$ cat src/rtl/video_timing.sv
// Free-running raster timing generator: signed screen coordinates, syncs, active-video
// enable and line/frame strobes, all registered from the next-state counter values.
module video_timing #(
  parameter int COORDSPC = 16,
  parameter int H_RES    = 1280,
  parameter int H_FP     = 110,
  parameter int H_SYNC   = 40,
  parameter int H_BP     = 220,
  parameter int V_RES    = 720,
  parameter int V_FP     = 5,
  parameter int V_SYNC   = 5,
  parameter int V_BP     = 20,
  parameter bit H_POL    = 1'b1,
  parameter bit V_POL    = 1'b1
) (
  input  logic                       video_clk_pix,
  input  logic                       video_rst,
  output logic signed [COORDSPC-1:0] sx,
  output logic signed [COORDSPC-1:0] sy,
  output logic                       hsync,
  output logic                       vsync,
  output logic                       video_enable,
  output logic                       line_start,
  output logic                       frame_start,
  output logic [15:0]                frame_count
);

  localparam int H_STA_I  = -(H_FP + H_SYNC + H_BP);
  localparam int H_END_I  = H_RES - 1;
  localparam int V_STA_I  = -(V_FP + V_SYNC + V_BP);
  localparam int V_END_I  = V_RES - 1;
  localparam int HS_STA_I = H_STA_I + H_FP;
  localparam int HS_END_I = HS_STA_I + H_SYNC - 1;
  localparam int VS_STA_I = V_STA_I + V_FP;
  localparam int VS_END_I = VS_STA_I + V_SYNC - 1;

  localparam longint C_MIN = -(64'sd1 <<< (COORDSPC - 1));
  localparam longint C_MAX = (64'sd1 <<< (COORDSPC - 1)) - 64'sd1;

  // Refuse to elaborate a raster whose coordinates cannot be represented.
  generate
    if (longint'(H_STA_I) < C_MIN || longint'(H_END_I) > C_MAX) begin : g_h_range_err
      $error("video_timing: horizontal range does not fit in COORDSPC bits");
    end
    if (longint'(V_STA_I) < C_MIN || longint'(V_END_I) > C_MAX) begin : g_v_range_err
      $error("video_timing: vertical range does not fit in COORDSPC bits");
    end
  endgenerate

  localparam logic signed [COORDSPC-1:0] H_STA  = COORDSPC'(H_STA_I);
  localparam logic signed [COORDSPC-1:0] H_END  = COORDSPC'(H_END_I);
  localparam logic signed [COORDSPC-1:0] V_STA  = COORDSPC'(V_STA_I);
  localparam logic signed [COORDSPC-1:0] V_END  = COORDSPC'(V_END_I);
  localparam logic signed [COORDSPC-1:0] HS_STA = COORDSPC'(HS_STA_I);
  localparam logic signed [COORDSPC-1:0] HS_END = COORDSPC'(HS_END_I);
  localparam logic signed [COORDSPC-1:0] VS_STA = COORDSPC'(VS_STA_I);
  localparam logic signed [COORDSPC-1:0] VS_END = COORDSPC'(VS_END_I);
  localparam logic signed [COORDSPC-1:0] C_ONE  = COORDSPC'(1);

  logic signed [COORDSPC-1:0] sx_reg, sx_next;
  logic signed [COORDSPC-1:0] sy_reg, sy_next;
  logic                       hsync_reg, hsync_next;
  logic                       vsync_reg, vsync_next;
  logic                       video_enable_reg, video_enable_next;
  logic                       line_start_reg, line_start_next;
  logic                       frame_start_reg, frame_start_next;
  logic [15:0]                frame_count_reg, frame_count_next;

  // Counter advance; the reset state (H_END, V_END) rolls straight into a new frame.
  always_comb begin
    sx_next = sx_reg + C_ONE;
    sy_next = sy_reg;
    if (sx_reg == H_END) begin
      sx_next = H_STA;
      sy_next = (sy_reg == V_END) ? V_STA : sy_reg + C_ONE;
    end
  end

  // Decode from the next-state coordinates so every flag matches the sx/sy it ships with.
  always_comb begin
    hsync_next        = ((sx_next >= HS_STA) && (sx_next <= HS_END)) ? H_POL : !H_POL;
    vsync_next        = ((sy_next >= VS_STA) && (sy_next <= VS_END)) ? V_POL : !V_POL;
    video_enable_next = !sx_next[COORDSPC-1] && !sy_next[COORDSPC-1];
    line_start_next   = (sx_next == H_STA);
    frame_start_next  = (sx_next == H_STA) && (sy_next == V_STA);
    frame_count_next  = frame_start_next ? frame_count_reg + 16'd1 : frame_count_reg;
  end

  always_ff @(posedge video_clk_pix or posedge video_rst) begin
    if (video_rst) begin
      sx_reg           <= H_END;
      sy_reg           <= V_END;
      hsync_reg        <= !H_POL;
      vsync_reg        <= !V_POL;
      video_enable_reg <= 1'b0;
      line_start_reg   <= 1'b0;
      frame_start_reg  <= 1'b0;
      frame_count_reg  <= 16'hFFFF;
    end else begin
      sx_reg           <= sx_next;
      sy_reg           <= sy_next;
      hsync_reg        <= hsync_next;
      vsync_reg        <= vsync_next;
      video_enable_reg <= video_enable_next;
      line_start_reg   <= line_start_next;
      frame_start_reg  <= frame_start_next;
      frame_count_reg  <= frame_count_next;
    end
  end

  assign sx           = sx_reg;
  assign sy           = sy_reg;
  assign hsync        = hsync_reg;
  assign vsync        = vsync_reg;
  assign video_enable = video_enable_reg;
  assign line_start   = line_start_reg;
  assign frame_start  = frame_start_reg;
  assign frame_count  = frame_count_reg;

endmodule

$ cat config.mk
export PLATFORM = sky130hd
export DESIGN_NAME = video_timing
export DESIGN_NICKNAME = d
export VERILOG_FILES = /design/src/rtl/video_timing.sv
export SDC_FILE = /design/constraint.sdc
export NUM_CORES = 1
export LEC_CHECK = 0
export CAP_MARGIN = 40
export CORE_MARGIN = 1.5
export CORE_UTILIZATION = 55
export CTS_BUF_LIST = sky130_fd_sc_hd__clkbuf_4 sky130_fd_sc_hd__clkbuf_8
export DETAILED_ROUTE_END_ITERATION = 8
export PLACE_DENSITY = 0.83
export SLEW_MARGIN = 40
export SYNTH_ARGS = -nofsm -noshare
export SYNTH_HDL_FRONTEND = slang
export SYNTH_SLANG_ARGS = --single-unit
$ cat constraint.sdc
create_clock -name video_clk_pix -period 3.5 [get_ports video_clk_pix]
set_input_delay 0.7 -clock video_clk_pix [delete_from_list [all_inputs] [get_ports video_clk_pix]]
set_output_delay 0.7 -clock video_clk_pix [all_outputs]
set_load 0.005 [all_outputs]
==> key figures <==
STA
  • Final Hold Vio Count: 0
  • Final WS setup: roughly 260 ps
  • Crit path time final: between 3000 and 4000 ps
  • Max-slew headroom: 0.6309
  • Tightest Pin Transition: roughly 540 ps
  • Skew final: around 4.3 ps
  • Final setup viols: 0
  • Fin Setup TNS: 0 ps
  • Fmax: between 300 and 400 MHz
  • Slew Limit Fails: 0
  • Final Cycle Share: 0.9248
  • RSZ-0062 raised after global routing: no

Hold path
  • Worst hold start: frame_count[7]$_DFFE_PP1P_
  • Hold Crit Depth: 2
  • Hold/Removal Path Class: reg2reg
  • Hold Path Sink: frame_count[7]$_DFFE_PP1P_

CTS
  • CTS tree: yes
  • Root Driver: clkbuf_8
  • Cts repair resizes: 0
  • Reg clk slew, reported paths: 90 ps
  • Clock Tree Buf Depth: 2
  • Number of hold buffers added after cts: 0
  • Num CTS Buffers: 5
  • Worst-Skew Late Latency: around 300 ps
  • Post-CTS setup buffers: 0
  • H-tree depth: 2
  • Num Clock Sinks: 53

Place
  • Buffers added on ports: 54
  • DP HPWL: between 5 and 6 mm
  • DP Worst Slack: 309.0 ps
  • RePlAce Congestion: 0.9536

Floorplan
  • Die span in x: between 70 and 80 um
  • Core Area: about 5500 um^2
  • Row cnt: 27
  • Die Y: ~80 um
  • Starting density of the core: 0.5736
  • Die area: around 6200 um^2
  • I/O pin count: 55

Worst setup path
  • Reg-to-reg endpoint: vsync$_DFF_PP0_
  • Setup slack, reg-to-reg: ~260 ps
  • Worst path slowest cell: dfstp_2
  • FF-to-FF Start: sx[0]$_DFF_PP1_
  • Max FO, Critical Path: 11
  • CP Capture Type: flop
  • Worst setup SP type: flop
  • Worst reg2reg path depth: 9
  • WS Path Type: reg2reg
  • Req. time, crit path: 3690 ps
  • Most frequent CP cell: and3_1
  • CP max stage delay: 590 ps
  • Critical-path cell list: ha_1, and3_1, and4_1, nand2_1, o31ai_1, and3_1, mux2_2, a31oi_1, nor2_1
  • Data arrival, critical path: between 3000 and 4000 ps

Finish
  • # diodes: 0
  • Nets: just under 400
  • Synth-to-Final Area Change: 21.89%
  • Layout cell share with drive strength beyond 1: 0.1872
  • Final Util: 0.6992

Synth
  • Dominant synthesized flop cell: dfstp_2
  • Mapped Nets: about 340
  • Ys Warns: 0
  • Async SR Flop Fraction: 1.000
  • Main area contributors after synthesis: dfstp_2, dfrtp_1, xor2_1
  • Leading area contributor after synthesis: dfstp_2
  • Count leader, synth: nand2_1
  • Seq/Total Area, Yosys: 0.4299
  • Mapped cell area: roughly 3200 um^2
  • Post-synth EDFFs: 0
  • Synth Register Bits: between 50 and 60
  • Post-Syn Area per Cell: 9.458 um^2
  • Distinct cells, synth: 57
  • Most instantiated cells after synthesis: nand2_1, dfstp_2, nand3_1
  • Synth top area share: 0.2646
  • Synth Instances: 336

Drt
  • Wirelength, routed: around 7.3 mm
  • Post-route ant nets: 0
  • Initial DRT Pass Iterations: 4
  • Vias: ~2800
  • WL/cell: around 16 um
  • DRC Markers: 0
  • Initial DRC count: around 280
  • Vias per inst: 6.022

Power
  • Cell Pwr Density: about 250 nW/um^2
  • Worst vdd ir: 0.0001979 V
  • Leakage: 1.586 nW

Outcome
  • Status: finished clean

GRT
  • Antenna violations before repair: 0
  • Largest net degree at the start of global routing: 23
  • Total GRT Usage: 0.2477
  • Overflow left after global routing: 0
  • First-pass GRT wire length: 12.47 mm
  • Vias in the first global route: roughly 2700

Flow run
  • Max_cap viols: 0
[cell type report]
type                       count  area [um^2]
clock buffer                   6        76.32
clock inverter                 2        10.01
fill                         431         1667
inverter                      10        37.54
multi-input combinational    256         1685
sequential                    53         1366
tap                           72        90.09
timing repair buffer          63        608.1
[layer usage]
metal,vias to the layer above,track usage,wire length [um]
met4,0,0.07544,111
met5,-,0,0
met3,12,0.03333,373
met2,105,0.4043,3447
li1,1321,-,-
met1,1344,0.3429,3320
[cells by family after synthesis]
logic type	count (synthesis)	synth area share
mux	4	0.01378
simple gates	166	0.3059
flops	53	0.4299
compound gates	48	0.1024
xor+xnor	35	0.09646
fa+ha+maj	3	0.01181
buf+inv	27	0.03976
[per-stage QoR]
stage / power [mW] / instance area, um^2 / instances / hold WS [ps]
floorplan: 0.6330 / 3178 / 336 / 497.6
global placement: 0.6391 / 3787 / 454 / 501.0
detailed placement: 0.6394 / 3787 / 454 / 516.3
CTS: 0.9810 / 3874 / 462 / 531.6
global route: 1.012 / 3874 / 462 / 537.3
finish: 0.9672 / 3874 / 462 / 524.9
[critical path: cells and delay by family (launching register included)]
kind,cells,cell delay (ps)
DFF,1,590
AOI/OAI and AO/OA,2,670
and+or+nand+nor,5,1250
adders and majority gates,1,280
muxes,1,340
[layout by cell type, fill, tap and decap left out, types with 13 or more instances in the layout]
master,instances
clkdlybuf4s50_1,54
nand4_1,15
nand2_1,39
dfrtp_1,21
o21ai_0,15
xor2_1,21
nor2_1,23
nand3_1,24
and3_1,13
xnor2_1,14
dfstp_2,32
[where the power goes]
| part | total (mW) | switching, mW | internal [mW] |
|---|---|---|---|
| Sequential | 0.614 | 0 | 0.614 |
| Clock | 0.339 | 0.192 | 0.147 |
| Combinational | 0.0142 | 0.0116 | 0.00254 |
| Total | 0.967 | 0.204 | 0.763 |
[worst max path at each step]
stage | start | end | slack (ps)
after global placement | sx[0]$_DFF_PP1_ | frame_count[1]$_DFFE_PP1P_ | 430
after detailed placement | sx[0]$_DFF_PP1_ | vsync$_DFF_PP0_ | 310
after global routing | sx[0]$_DFF_PP1_ | frame_count[14]$_DFFE_PP1P_ | 50
final | sx[0]$_DFF_PP1_ | vsync$_DFF_PP0_ | 260
after floorplan | sx[0]$_DFF_PP1_ | frame_count[11]$_DFFE_PP1P_ | 750
after CTS | sx[0]$_DFF_PP1_ | frame_count[14]$_DFFE_PP1P_ | 290
Power figures use the tool's default switching activity.
